<file path="src/rtl/vz_load_ctrl.sv">
// vz_load_ctrl
//   Streams a VZ image from the hps_io ioctl download into system RAM.
//   Parses the VZ header (magic, type, start address), buffers payload
//   bytes in a small FIFO and writes them to RAM whenever the Z80 leaves
//   the RAM port idle. The Z80 always has priority.
//
//   Optional build macro VZ_PATCH_EN: after a type F0 (BASIC) load, the
//   BASIC end-of-program pointer at PTR_ADDR is rewritten with
//   vz_start + payload length.
//
// Ports
//   CLK10MHZ, RESET           10 MHz system clock, async active-low reset
//   dn_download/wr/addr/data/index, dn_wait   hps_io ioctl stream
//   cpu_ram_req               Z80 owns RAM this cycle
//   ram_we/addr/wdata         loader write port into the RAM mux
//   load_busy/done/err        load status (done/err sticky until next load)
//   vz_type, vz_start         header fields of the current/last load
module vz_load_ctrl #(
   parameter logic [7:0]  VZ_INDEX   = 8'd1,
   parameter int          FIFO_DEPTH = 4,
   parameter int          HDR_LEN    = 24,
   parameter logic [15:0] PTR_ADDR   = 16'h78F9
) (
   input  logic        CLK10MHZ,
   input  logic        RESET,
   input  logic        dn_download,
   input  logic        dn_wr,
   input  logic [15:0] dn_addr,
   input  logic [7:0]  dn_data,
   input  logic [7:0]  dn_index,
   output logic        dn_wait,
   input  logic        cpu_ram_req,
   output logic        ram_we,
   output logic [15:0] ram_addr,
   output logic [7:0]  ram_wdata,
   output logic        load_busy,
   output logic        load_done,
   output logic        load_err,
   output logic [7:0]  vz_type,
   output logic [15:0] vz_start
);

   localparam int AW = $clog2(FIFO_DEPTH);
   localparam int CW = AW + 1;

   typedef enum logic [2:0] {
      IDLE, HEADER, DATA, DRAIN, PATCH_LO, PATCH_HI, DONE, ERR
   } state_t;

   typedef struct packed {
      logic [15:0] addr;
      logic [7:0]  data;
   } fifo_ent_t;

   state_t            state;
   fifo_ent_t         fifo_mem [FIFO_DEPTH];
   fifo_ent_t         head;
   logic [AW-1:0]     wr_ptr, rd_ptr;
   logic [CW-1:0]     count;
   logic              act, act_q, act_rise, act_fall;
   logic              fifo_full, push, pop;
   logic              magic_vz, magic_sp;
   logic [7:0]        vz_byte, sp_byte;
   logic [15:0]       push_addr;

   assign act       = dn_download && (dn_index == VZ_INDEX);
   assign act_rise  = act && !act_q;
   assign act_fall  = !act && act_q;
   assign fifo_full = (count == CW'(FIFO_DEPTH));
   assign dn_wait   = (count >= CW'(FIFO_DEPTH - 1));
   assign head      = fifo_mem[rd_ptr];
   // 16-bit wrap is intentional: images may run past FFFF into 0000.
   assign push_addr = vz_start + (dn_addr - 16'(HDR_LEN));

   // Bytes that overflow a full FIFO are dropped here and flagged below.
   assign push = (state == DATA) && act && dn_wr && !fifo_full;
   // Pop decision uses this cycle's Z80 request; the write itself is
   // presented from registers on the following cycle.
   assign pop  = ((state == DATA) || (state == DRAIN)) && !cpu_ram_req &&
                 (count != '0);

`ifdef VZ_PATCH_EN
   logic [15:0] payload_cnt;
   logic [15:0] end_ptr;
   assign end_ptr = vz_start + payload_cnt;
`endif

   always_comb begin
      vz_byte = 8'h56;
      sp_byte = 8'h20;
      case (dn_addr[1:0])
         2'd0: begin vz_byte = 8'h56; sp_byte = 8'h20; end
         2'd1: begin vz_byte = 8'h5A; sp_byte = 8'h20; end
         2'd2: begin vz_byte = 8'h46; sp_byte = 8'h00; end
         default: begin vz_byte = 8'h30; sp_byte = 8'h00; end
      endcase
   end

   // FIFO storage needs no reset; occupancy is tracked by count.
   always_ff @(posedge CLK10MHZ) begin
      if (push) fifo_mem[wr_ptr] <= '{addr: push_addr, data: dn_data};
   end

   always_ff @(posedge CLK10MHZ or negedge RESET) begin
      if (!RESET) begin
         state     <= IDLE;
         act_q     <= 1'b0;
         wr_ptr    <= '0;
         rd_ptr    <= '0;
         count     <= '0;
         magic_vz  <= 1'b0;
         magic_sp  <= 1'b0;
         ram_we    <= 1'b0;
         ram_addr  <= '0;
         ram_wdata <= '0;
         load_busy <= 1'b0;
         load_done <= 1'b0;
         load_err  <= 1'b0;
         vz_type   <= '0;
         vz_start  <= '0;
`ifdef VZ_PATCH_EN
         payload_cnt <= '0;
`endif
      end else begin
         act_q  <= act;
         ram_we <= pop;
         if (pop) begin
            ram_addr  <= head.addr;
            ram_wdata <= head.data;
            rd_ptr    <= rd_ptr + 1'b1;
         end
         if (push) wr_ptr <= wr_ptr + 1'b1;
         case ({push, pop})
            2'b10:   count <= count + 1'b1;
            2'b01:   count <= count - 1'b1;
            default: ;
         endcase
`ifdef VZ_PATCH_EN
         if (push) payload_cnt <= payload_cnt + 1'b1;
`endif

         case (state)
            IDLE: if (act_rise) begin
               load_done <= 1'b0;
               load_err  <= 1'b0;
               load_busy <= 1'b1;
               magic_vz  <= 1'b1;
               magic_sp  <= 1'b1;
`ifdef VZ_PATCH_EN
               payload_cnt <= '0;
`endif
               state     <= HEADER;
            end
            HEADER: begin
               if (act_fall) begin
                  // Download ended inside the header: truncated image.
                  load_err <= 1'b1;
                  state    <= ERR;
               end else if (act && dn_wr) begin
                  if (dn_addr < 16'd4) begin
                     if (dn_data != vz_byte) magic_vz <= 1'b0;
                     if (dn_data != sp_byte) magic_sp <= 1'b0;
                  end
                  if (dn_addr == 16'd21) vz_type       <= dn_data;
                  if (dn_addr == 16'd22) vz_start[7:0]  <= dn_data;
                  if (dn_addr == 16'd23) vz_start[15:8] <= dn_data;
                  if (dn_addr == 16'(HDR_LEN - 1)) begin
                     if (magic_vz || magic_sp) begin
                        state <= DATA;
                     end else begin
                        load_err <= 1'b1;
                        state    <= ERR;
                     end
                  end
               end
            end
            DATA: begin
               // Overflow is a sender protocol fault; keep loading.
               if (act && dn_wr && fifo_full) load_err <= 1'b1;
               if (act_fall) state <= DRAIN;
            end
            DRAIN: if (count == '0) begin
`ifdef VZ_PATCH_EN
               state <= (vz_type == 8'hF0) ? PATCH_LO : DONE;
`else
               state <= DONE;
`endif
            end
`ifdef VZ_PATCH_EN
            PATCH_LO: if (!cpu_ram_req) begin
               ram_we    <= 1'b1;
               ram_addr  <= PTR_ADDR;
               ram_wdata <= end_ptr[7:0];
               state     <= PATCH_HI;
            end
            PATCH_HI: if (!cpu_ram_req) begin
               ram_we    <= 1'b1;
               ram_addr  <= PTR_ADDR + 16'd1;
               ram_wdata <= end_ptr[15:8];
               state     <= DONE;
            end
`endif
            DONE: begin
               load_done <= 1'b1;
               load_busy <= 1'b0;
               state     <= IDLE;
            end
            ERR: begin
               load_busy <= 1'b0;
               count     <= '0;
               rd_ptr    <= wr_ptr;
               if (!act) state <= IDLE;
            end
            default: state <= IDLE;
         endcase
      end
   end

endmodule

</file>
<file path="config.mk">
export PLATFORM = sky130hd
export DESIGN_NAME = vz_load_ctrl
export DESIGN_NICKNAME = d
export VERILOG_FILES = /design/src/rtl/vz_load_ctrl.sv
export SDC_FILE = /design/constraint.sdc
export NUM_CORES = 1
export LEC_CHECK = 0
export ABC_AREA = 1
export BUFFER_PORTS_ARGS = -buffer_cell sky130_fd_sc_hd__buf_2
export CORE_AREA = 2 2 113 142
export DETAILED_ROUTE_END_ITERATION = 7
export DIE_AREA = 0 0 115 144
export PLACE_DENSITY = 0.68
export SLEW_MARGIN = 0
export SYNTH_ARGS = -nofsm -noshare
export SYNTH_HDL_FRONTEND = slang
export SYNTH_SLANG_ARGS = --single-unit
</file>
<file path="constraint.sdc">
create_clock -name CLK10MHZ -period 3 [get_ports CLK10MHZ]
set_clock_uncertainty 0.15 [all_clocks]
set_input_delay 0.3 -clock CLK10MHZ [delete_from_list [all_inputs] [get_ports CLK10MHZ]]
set_output_delay 0.3 -clock CLK10MHZ [all_outputs]
set_load 0.1 [all_outputs]
</file>
# Yosys cells after proc, flatten, opt, wreduce, memory -nomap -nowiden
# Memory sizes are Yosys's and may differ from the RTL's. A register that Yosys moved wholly into a read port is not among the register bits.
# Index checks and enable logic that the tools add are counted.
# word_totals
input_bits,37
output_inout_bits,53
wordCells,128
ramBits,96
mem_count,1
reg_bits,41
# mem_list
memory,depth,word_bits,read_ports,rd_ports_with_merged_regs,wr,line,text
fifo_mem,4,24,1,1,1,56,fifo_ent_t fifo_mem [FIFO_DEPTH];
# classes
mux,37
n_reduce_logical,38
bitwise,1
order_cmp,2
n_addsub,6
eq_ne,29
# ops
operator,n
$eq A16 B5 Y1 const B,3
$mux W3,9
$reduce_and A6 Y1,4
$pmux W7 S3,1
$mux W1,17
$add A16 B16 Y16,1
$lt A16 B3 Y1 const B,1
$ne A2 B2 Y1 const B,8
$ne A8 B8 Y1,2
$sub A16 B5 Y16 const B,1
$pmux W3 S5,1
$reduce_and A4 Y1,3
$logic_and A1 B1 Y1,10
$eq A3 B3 Y1 const B,3
$ne A3 B3 Y1 const B,3
$reduce_bool A3 Y1,3
$eq A8 B1 Y1 const B,1
$pmux W1 S2,4
$reduce_bool A2 Y1,4
$eq A3 B2 Y1 const B,2
$logic_not A3 Y1,2
$mux W6,1
$pmux W3 S2,1
$logic_not A1 Y1,5
other kinds (15),23

# Logic depth before layout (Yosys ltp)
# Gate-level depths: netlist of the first run.
# depth
depth_word,9
ltp_mapped,13
depth_no_buf,12

# Worst setup path after synthesis of the first run
# Ideal clock, no wire load.
# synth_timing
path_type,register -> register
start,register vz_start[1]
end,memory fifo_mem[0][23] in the netlist's numbering (data pin)
arrival_time_ps,2701
stages_incl_launch_ff,9
required_ps,2577
slack_ps,-124
n_path_buf,0
setup_ps,273
synth_period_minus_slack_ps,3124
cell_sequence,dfrtp_1 ha_1 ha_1 fa_1 nand3_1 nand3_1 a21boi_0 o21ai_0 xnor2_1
# synth_via
elab_chain_cells,1
# synth_lines
item,line,text
"start, declared",40,output logic [15:0] vz_start
"start signal, assigned",165,if (dn_addr == 16'd22) vz_start[7:0] <= dn_data;
$add A16 B16 Y16,73,assign push_addr = vz_start + (dn_addr - 16'(HDR_LEN));
net push_addr[15],64,logic [15:0] push_addr;
"end, declared",56,
# The timed path passes the listed nets, and every way through them passes these cells.

# Worst setup path after layout of the first run
# layout_timing
start,register vz_start[1]
end,memory fifo_mem[2][23] in the netlist's numbering (data pin)
# The elaborated chain is that of the path after synthesis.

==> results of run 1 <==
-- per-layer routing --
layer / global-route usage (%) / vias up / share of wire, %
met5: 0 / - / 0
met1: 27.6 / 2617 / 43
li1: - / 2849 / -
met2: 36.2 / 184 / 48
met4: 7.93 / 0 / 2.3
met3: 4.32 / 21 / 6.3
-- flip-flops by register name, indices dropped and copies added (netlist names), 2 cells and up --
register	flops
vz_start	16
count	3
state	3
vz_type	8
fifo_mem	96
ram_wdata	8
ram_addr	16
wr_ptr	2
rd_ptr	2
-- power by group --
part / switching, mW / total [mW] / internal, mW
sequential: 0.140 / 2.75 / 2.61
clock: 0.913 / 2.25 / 1.34
combinational: 2.56 / 3.26 / 0.704
total: 3.61 / 8.26 / 4.65
-- cell type report --
class | instances | area [sq um] | area share, %
inverters | 91 | 342 | 3.77
clock buffers | 17 | 425 | 4.69
multi-input cells | 512 | 2780 | 30.6
clock inverters | 15 | 195 | 2.15
repair buffers | 105 | 581 | 6.41
flip-flops and latches | 161 | 4510 | 49.8
well taps | 185 | 231 | 2.55
-- kinds of logic after synthesis --
| family | after synthesis | synth area share (%) |
|---|---|---|
| compound gates | 142 | 10.5 |
| xor+xnor | 16 | 1.81 |
| fa+ha+maj | 36 | 6.01 |
| buf+inv | 117 | 6.00 |
| flops | 161 | 58.3 |
| simple gates | 318 | 17.4 |
-- per-stage QoR --
step | hold WS, ns | setup slack (ns) | area (sq um) | cells
final | 0.0329 | 0.280 | 9060 | 1086
after global routing | 0.0345 | 0.0418 | 9060 | 1086
after CTS | 0.0123 | 0.279 | 9060 | 1086
after detailed placement | 0.268 | 0.223 | 8430 | 1053
after global placement | 0.255 | 0.256 | 8430 | 1053
after floorplan | -0.146 | 0.0331 | 7740 | 790
-- cell usage in the layout (no fill, tap or decap), drive strengths merged, types with 2 or more instances in the layout --
cell type  instances
nand3b             2
xnor2              7
xor2               9
a31oi              3
o22ai             25
inv               99
clkinv             3
nand4              7
dfrtp             65
bufinv             3
ha                34
a21oi             18
clkbuf            17
nand3             31
o21ai             87
nor2              90
edfxtp            96
nor4               3
nor3              10
fa                 2
buf              104
nand2            173
o21bai             4
a21boi             2
-- worst reg2reg max path, stage by stage (launching register included) --
cell      delay (ns)
dfrtp_2         0.42
ha_1            0.28
ha_1            0.22
fa_1            0.41
nand3_1         0.08
nand3_1         0.12
a21boi_0        0.37
o21ai_0         0.19
xnor2_1         0.27
-- worst max path at each step --
stage,endpoint,start,slack [ns]
2_1_floorplan,fifo_mem[0][23]$_DFFE_PP_,vz_start[6]$_DFFE_PN0P_,0.03
3_3_place_gp,fifo_mem[3][23]$_DFFE_PP_,dn_addr[1],0.26
3_5_place_dp,fifo_mem[2][23]$_DFFE_PP_,dn_addr[1],0.22
4_1_cts,fifo_mem[2][23]$_DFFE_PP_,vz_start[1]$_DFFE_PN0P_,0.28
5_1_grt,count[2]$_DFFE_PN0P_,state[2]$_DFFE_PN0P_,0.04
6_report,fifo_mem[2][23]$_DFFE_PP_,vz_start[1]$_DFFE_PN0P_,0.28
==> impl_metrics.json, run 1 <==
{
  "yosys_warnings": 0,
  "setup_tns_ns": 0,
  "relSlewSlack_pct": 46.7,
  "crit_cells": 8,
  "yosysUniqueCellTypes": 38,
  "tightest_slew_ns": 0.798,
  "initial_core_util_pct": 50.5,
  "syn-cell-area_sq_um": 7740,
  "final_util_pct": 59.2,
  "finalCriticalPeriod_ns": 2.72,
  "vias": 5671,
  "ys_top_cells_by_count": "nand2_1 (169), edfxtp_1 (96), inv_1 (86), nor2_1 (82), o21ai_0 (77)",
  "avgSynthCellArea_sq_um": 9.80,
  "hold_start": "dn_data[0]",
  "antenna_found_initial": 0,
  "synth_top_area_cell": "edfxtp_1",
  "cts_buffers": 17,
  "drtIter0Drc": 341,
  "wl_per_cell_um": 15.4,
  "cp.arrival_ns": 2.79,
  "grt_pass1_vias": 5465,
  "synth_edf_count": 96,
  "drc_errors": 0,
  "ant_nets": 0,
  "synthFlopType": "edfxtp_1",
  "grt_usage_pct": 21.5,
  "core_area_sq_um": 15300,
  "grt_pass1_wl_um": 27400,
  "cp_slowest_stage_delay_ns": 0.42,
  "hold_buffers": 1,
  "async_flop_share_pct": 40.4,
  "rsz0062_at_grt": "false",
  "finalHoldViolCount": 0,
  "die_h_um": 144,
  "timing.fmax_mhz": 368,
  "timing.rr.start": "vz_start[1]$_DFFE_PN0P_",
  "port_buffers": 89,
  "area_growth_pct": 17.1,
  "drive_gt1_share_pct": 19.4,
  "antenna_cells": 0,
  "syn-num-nets": 863,
  "wirelength_um": 16700,
  "routabilityCongestion": 0.899,
  "crit_slowest_cell": "dfrtp_2",
  "worst_setup_path_end_kind": "flip-flop",
  "whs_path_depth": 3,
  "yosysSeqAreaShare_pct": 58.3,
  "synth_top_area_share_pct": 37.3,
  "dieArea_sq_um": 16600,
  "vdd_ir_drop_max_mv": 0.526,
  "path_buf_inv": 0,
  "fp-row-count": 51,
  "synth_most_common_cell": "nand2_1",
  "io_pins": 90,
  "cts_tree": "built",
  "r2r_slack_ns": 0.28,
  "cp_top_family": "adder cells",
  "cts.sinks": 161,
  "fin_crit_sh_pct": 90.7,
  "min_to": "vz_start[0]$_DFFE_PN0P_",
  "yosys_register_bits": 161,
  "power_mw": 8.26,
  "power_leakage_nw": 4.15,
  "worstHoldPathType": "input pin to flip-flop",
  "synthTopCellsByArea": "edfxtp_1 (37%), dfrtp_1 (21%), nand2_1 (8.2%)",
  "cts_setup_buffers": 0,
  "crit_fanout": 4,
  "cts.path.max_buffers": 2,
  "status": "finished clean",
  "ctsHtreeMaxLevel": 4,
  "insertion_delay_ns": 0.42,
  "required_ns": 3.07,
  "worst_setup_path_start_kind": "flip-flop",
  "path_clk_slew_ns": 0.07,
  "ff2ff_path_depth": 8,
  "vias_per_cell": 5.22,
  "slew_viol_final": 0,
  "powerDensity_nw_per_um2": 912,
  "reg2reg_to": "fifo_mem[2][23]$_DFFE_PP_",
  "grt_max_degree": 51,
  "die_w_um": 115,
  "cts.root.buffer_cell": "clkbuf_16",
  "hpwl_um": 11800,
  "drv_cap": 0,
  "crit_path_cell_trace": "ha_1 -> ha_1 -> fa_1 -> nand3_1 -> nand3_1 -> a21boi_0 -> o21ai_0 -> xnor2_1",
  "first_pass_iters": 4,
  "setup-violations-final": 0,
  "crit_type": "flip-flop to flip-flop",
  "synth_cells": 790,
  "grt-ovfl-total": 0,
  "fillCellCount": 1317,
  "ctsResizeCount": 0,
  "nets": 961
}
(Power assumes the default switching activity.)
==> inputs of run 2 (changes only) <==
PLACE_DENSITY = 0.79   (was 0.68)
==> impl_metrics.json, run 2 (synthesized netlist as in run 1, its figures left out) <==
{
  "status": "finished clean",
  "cp_slowest_stage_delay_ns": 0.44,
  "tightest_slew_ns": 0.821,
  "vdd_ir_drop_max_mv": 0.512,
  "ctsHtreeMaxLevel": 4,
  "placed_area_sq_um": 8440,
  "grt-ovfl-total": 0,
  "crit_slowest_cell": "dfrtp_1",
  "ant_nets": 0,
  "grt_max_degree": 51,
  "timing.rr.start": "state[2]$_DFFE_PN0P_",
  "fin_crit_sh_pct": 92.9,
  "mostFrequentLayoutCell": "nand2_1",
  "required_ns": 3.15,
  "multi_input_area_sq_um": 2780,
  "startpoint": "state[2]$_DFFE_PN0P_",
  "setup_ws_ns": 0.213,
  "reg2reg_to": "count[2]$_DFFE_PN0P_",
  "cts_buffers": 17,
  "antenna_cells": 0,
  "finalHoldViolCount": 0,
  "powerDensity_nw_per_um2": 897,
  "cts.sinks": 161,
  "area_growth_pct": 16.6,
  "die_w_um": 115,
  "crit_fanout": 8,
  "ff_latch_area_sq_um": 4510,
  "hold_start": "dn_data[0]",
  "power_leakage_nw": 4.12,
  "initial_core_util_pct": 50.5,
  "r2r_slack_ns": 0.21,
  "cts_tree": "built",
  "path_clk_slew_ns": 0.06,
  "wl_per_cell_um": 15.5,
  "grt_usage_pct": 21.7,
  "drc_errors": 0,
  "fillCellCount": 1318,
  "dp_slack_ns": 0.162,
  "antenna_found_initial": 0,
  "largestRegisters": "fifo_mem (96), ram_addr (16), vz_start (16)",
  "relSlewSlack_pct": 45.3,
  "dieArea_sq_um": 16600,
  "drive_gt1_share_pct": 19.3,
  "crit_type": "flip-flop to flip-flop",
  "largest_reg_flops": 96,
  "hpwl_um": 11600,
  "cp.arrival_ns": 2.94,
  "first_pass_iters": 7,
  "routabilityCongestion": 0.912,
  "ff2ff_path_depth": 10,
  "min_to": "vz_start[0]$_DFFE_PN0P_",
  "wirelength_um": 16900,
  "grt_pass1_vias": 5597,
  "whs_path_depth": 3,
  "timing.fmax_mhz": 359,
  "drv_cap": 0,
  "worst_setup_path_start_kind": "flip-flop",
  "vias_per_cell": 5.35,
  "core_area_sq_um": 15300,
  "final_cell_mix": "nand2_1 (169), edfxtp_1 (96), buf_2 (89)",
  "final_util_pct": 58.9,
  "cts_setup_buffers": 0,
  "io_pins": 90,
  "finalCriticalPeriod_ns": 2.79,
  "cts.root.buffer_cell": "clkbuf_16",
  "die_h_um": 144,
  "vias": 5812,
  "cts.path.max_buffers": 2,
  "worst_setup_path_end_kind": "flip-flop",
  "worstHoldPathType": "input pin to flip-flop",
  "nets": 962,
  "crit_path_cell_trace": "inv_1 -> nand3_1 -> a31oi_2 -> nand3_2 -> ha_1 -> fa_1 -> a21oi_1 -> o21ai_0 -> o21ai_0 -> a21oi_1",
  "design_area_sq_um": 9020,
  "grt_pass1_wl_um": 27500,
  "setup-violations-final": 0,
  "slew_viol_final": 0,
  "insertion_delay_ns": 0.42,
  "port_buffers": 89,
  "fp-row-count": 51,
  "drtIter0Drc": 298,
  "top_register": "fifo_mem"
}
-- run 2: power breakdown --
part           total (mW)  switching (mW)  internal [mW]
Combinational        3.31            2.58          0.723
Sequential           2.75           0.139           2.61
Clock                2.04           0.851           1.19
-- run 2: critical path: cells and delay by family (launching register included) --
| family | cells | cell delay [ns] |
|---|---|---|
| AO/OA/AOI/OAI | 5 | 0.73 |
| adder cells (fa/ha/maj) | 2 | 0.74 |
| buffers and inverters | 1 | 0.15 |
| flip-flops | 1 | 0.44 |
| AND/OR/NAND/NOR | 2 | 0.45 |
-- run 2: area by class of cell --
cell class	count	area share [%]
Inverter	91	3.79
Clock inverter	12	1.21
Clock buffer	20	5.08
Timing Repair Buffer	106	6.52
Sequential cell	161	50.0
Multi-Input combinational cell	512	30.8
Tap cell	185	2.57
-- run 2: repair_timing --
action                     4_1_cts  5_1_grt
gates resized for setup          0        1
hold endpoints to repair        34        0
hold buffers                     1        0
setup endpoints to repair        0        1
-- run 2: how the worst max path moves through the flow --
stage | endpoint | slack, ns | depth (start not counted)
after floorplan | fifo_mem[0][23]$_DFFE_PP_ | 0.03 | 8
final | count[2]$_DFFE_PN0P_ | 0.21 | 10
after detailed placement | fifo_mem[3][23]$_DFFE_PP_ | 0.16 | 9
after global placement | fifo_mem[0][23]$_DFFE_PP_ | 0.25 | 9
after CTS | count[2]$_DFFE_PN0P_ | 0.20 | 10
after global routing | count[2]$_DFFE_PN0P_ | -0.003 | 10
-- run 2: layer usage --
| metal | up-vias | routed length (um) | GRT usage, % |
|---|---|---|---|
| li1 | 2860 | - | - |
| met1 | 2731 | 7040 | 27.1 |
| met2 | 199 | 8360 | 36.6 |
| met3 | 22 | 1140 | 5.20 |
| met4 | 0 | 312 | 7.99 |
| met5 | - | 0 | 0 |
-- run 2: stage by stage --
stage | TNS, ns | total power, mW | hold slack (ns) | cells
3_3_place_gp | 0 | 6.04 | 0.291 | 1054
3_5_place_dp | 0 | 6.07 | 0.299 | 1054
5_1_grt | -0.00342 | 8.53 | 0.0427 | 1087
6_report | 0 | 8.09 | 0.0416 | 1087
4_1_cts | 0 | 8.12 | 0.0249 | 1087
2_1_floorplan | 0 | 5.40 | -0.146 | 790
==> inputs of run 3 (changes only) <==
--- a/config.mk
+++ b/config.mk
@@ -12,4 +12,5 @@
 export DIE_AREA = 0 0 115 144
+export MAX_ROUTING_LAYER = met4
 export PLACE_DENSITY = 0.79
-export SLEW_MARGIN = 0
+export SLEW_MARGIN = 20
 export SYNTH_ARGS = -nofsm -noshare
--- a/constraint.sdc
+++ b/constraint.sdc
@@ -4,2 +4,2 @@
 set_output_delay 0.3 -clock CLK10MHZ [all_outputs]
-set_load 0.1 [all_outputs]
+set_load 0.02 [all_outputs]
==> impl_metrics.json, run 3 (synthesized netlist as in run 1, its figures left out) <==
{
  "status": "finished clean",
  "cp_slowest_stage_delay_ns": 0.44,
  "crit_path_cell_trace": "inv_1 -> nand3_1 -> a31oi_1 -> nand3_2 -> ha_1 -> fa_1 -> a21oi_1 -> o21ai_0 -> o21ai_0 -> a21oi_1",
  "drive_gt1_share_pct": 18.4,
  "grt_max_degree": 66,
  "crit_slowest_cell": "dfrtp_1",
  "setup-violations-final": 0,
  "ant_nets": 0,
  "nets": 958,
  "cts.sinks": 161,
  "final_cell_mix": "nand2_1 (169), edfxtp_1 (96), buf_2 (89)",
  "grt-ovfl-total": 0,
  "final_util_pct": 58.7,
  "drtIter0Drc": 318,
  "worstHoldPathType": "input pin to flip-flop",
  "crit_fanout": 8,
  "cts.root.buffer_cell": "clkbuf_16",
  "timing.rr.start": "state[2]$_DFFE_PN0P_",
  "rsz0062_at_grt": "false",
  "worst_setup_path_end_kind": "flip-flop",
  "cp_top_family": "compound AO/OA/AOI/OAI gates",
  "fp-row-count": 51,
  "largestRegisters": "fifo_mem (96), ram_addr (16), vz_start (16)",
  "grt_pass1_vias": 5515,
  "mostFrequentLayoutCell": "nand2_1",
  "powerDensity_nw_per_um2": 776,
  "drv_cap": 0,
  "worst_setup_path_start_kind": "flip-flop",
  "port_buffers": 89,
  "setup_tns_ns": 0,
  "fin_crit_sh_pct": 91.0,
  "path_clk_slew_ns": 0.07,
  "hold_start": "dn_data[0]",
  "insertion_delay_ns": 0.42,
  "timing.fmax_mhz": 366,
  "vias_per_cell": 5.38,
  "cts_buffers": 17,
  "ctsHtreeMaxLevel": 4,
  "required_ns": 3.14,
  "cts_tree": "built",
  "top_register": "fifo_mem",
  "grt_pass1_wl_um": 27000,
  "startpoint": "state[2]$_DFFE_PN0P_",
  "area_growth_pct": 16.1,
  "io_pins": 90,
  "relSlewSlack_pct": 61.8,
  "die_w_um": 115,
  "routabilityCongestion": 0.918,
  "dieArea_sq_um": 16600,
  "finalHoldViolCount": 0,
  "vias": 5822,
  "crit_type": "flip-flop to flip-flop",
  "finalCriticalPeriod_ns": 2.73,
  "hpwl_um": 11400,
  "first_pass_iters": 5,
  "power_leakage_nw": 4.10,
  "cts_setup_buffers": 0,
  "antenna_found_initial": 0,
  "wl_per_cell_um": 15.4,
  "largest_reg_flops": 96,
  "grt_usage_pct": 21.8,
  "tightest_slew_ns": 0.572,
  "initial_core_util_pct": 50.5,
  "slew_viol_final": 0,
  "die_h_um": 144,
  "wirelength_um": 16700,
  "path_buf_inv": 1,
  "antenna_cells": 0,
  "vdd_ir_drop_max_mv": 0.430,
  "core_area_sq_um": 15300,
  "cts.path.max_buffers": 2,
  "drc_errors": 0,
  "cp.arrival_ns": 2.87
}
[run 3: changes by cell type in the layout (fill, tap and decap cells not counted), moves of 2 or more]
cell      before  now
clkinv_1       1    4
buf_4         15   11
dfrtp_2        2    0
dfrtp_1       63   65
inv_6          1    3
clkinv_4       3    1
[run 3: per-layer routing]
metal | GRT usage (%) | routed length (um) | vias up
met1 | 26.8 | 6880 | 2735
met2 | 35.9 | 8430 | 209
met4 | 8.81 | 323 | 0
met3 | 3.90 | 1080 | 28
li1 | - | - | 2850
met5 | - | 0 | -
[run 3: metrics by stage]
| stage | hold slack [ns] | total power, mW | instances | instance area [sq um] | setup slack [ns] |
|---|---|---|---|---|---|
| final | 0.0465 | 6.97 | 1083 | 8980 | 0.271 |
| after global routing | 0.0434 | 7.41 | 1083 | 8980 | 0.0462 |
| after CTS | 0.0260 | 7.00 | 1083 | 8980 | 0.269 |
| after detailed placement | 0.195 | 4.95 | 1050 | 8410 | 0.209 |
| after global placement | 0.193 | 4.89 | 1050 | 8410 | 0.281 |
| after floorplan | -0.146 | 4.30 | 790 | 7740 | 0.324 |
[run 3: report_power, final]
group	switching, mW	internal, mW	leakage (nW)
logic	1.44	0.704	2.15
clock network	0.845	1.22	0.267
registers	0.149	2.61	1.69
total	2.43	4.53	4.10
[run 3: path summary, 6_finish.rpt]
| kind | endpoint | slack (ns) | depth (start not counted) |
|---|---|---|---|
| setup / recovery | count[2]$_DFFE_PN0P_ | 0.27 | 10 |
| min in group asynchronous | vz_start[13]$_DFFE_PN0P_ | 0.28 | 3 |
| hold reg to reg | magic_vz$_DFFE_PN0P_ | 0.31 | 2 |
| max in group asynchronous | ram_wdata[3]$_DFFE_PN0P_ | 2.11 | 3 |
| setup reg to reg | count[2]$_DFFE_PN0P_ | 0.27 | 10 |
| hold / removal | vz_type[0]$_DFFE_PN0P_ | 0.05 | 3 |
[run 3: worst register-to-register path, stage by stage, from the launching register on]
cell and delay (ns):
dfrtp_1 0.44, inv_1 0.15, nand3_1 0.17, a31oi_1 0.28
nand3_2 0.26, ha_1 0.32, fa_1 0.38, a21oi_1 0.12
o21ai_0 0.11, o21ai_0 0.17, a21oi_1 0.06
[run 3: what timing repair did]
action,CTS,global route
hold endpoints to repair,65,0
hold buffers,1,0
resized for setup,0,0
[run 3: final cells by class]
cell class              count  area [sq um]
fillers                  1303          6330
well taps                 185           231
clock buffers              18           429
repair buffers            102           558
inverters                  91           342
flip-flops and latches    161          4510
multi-input cells         512          2780
clock inverters            14           138
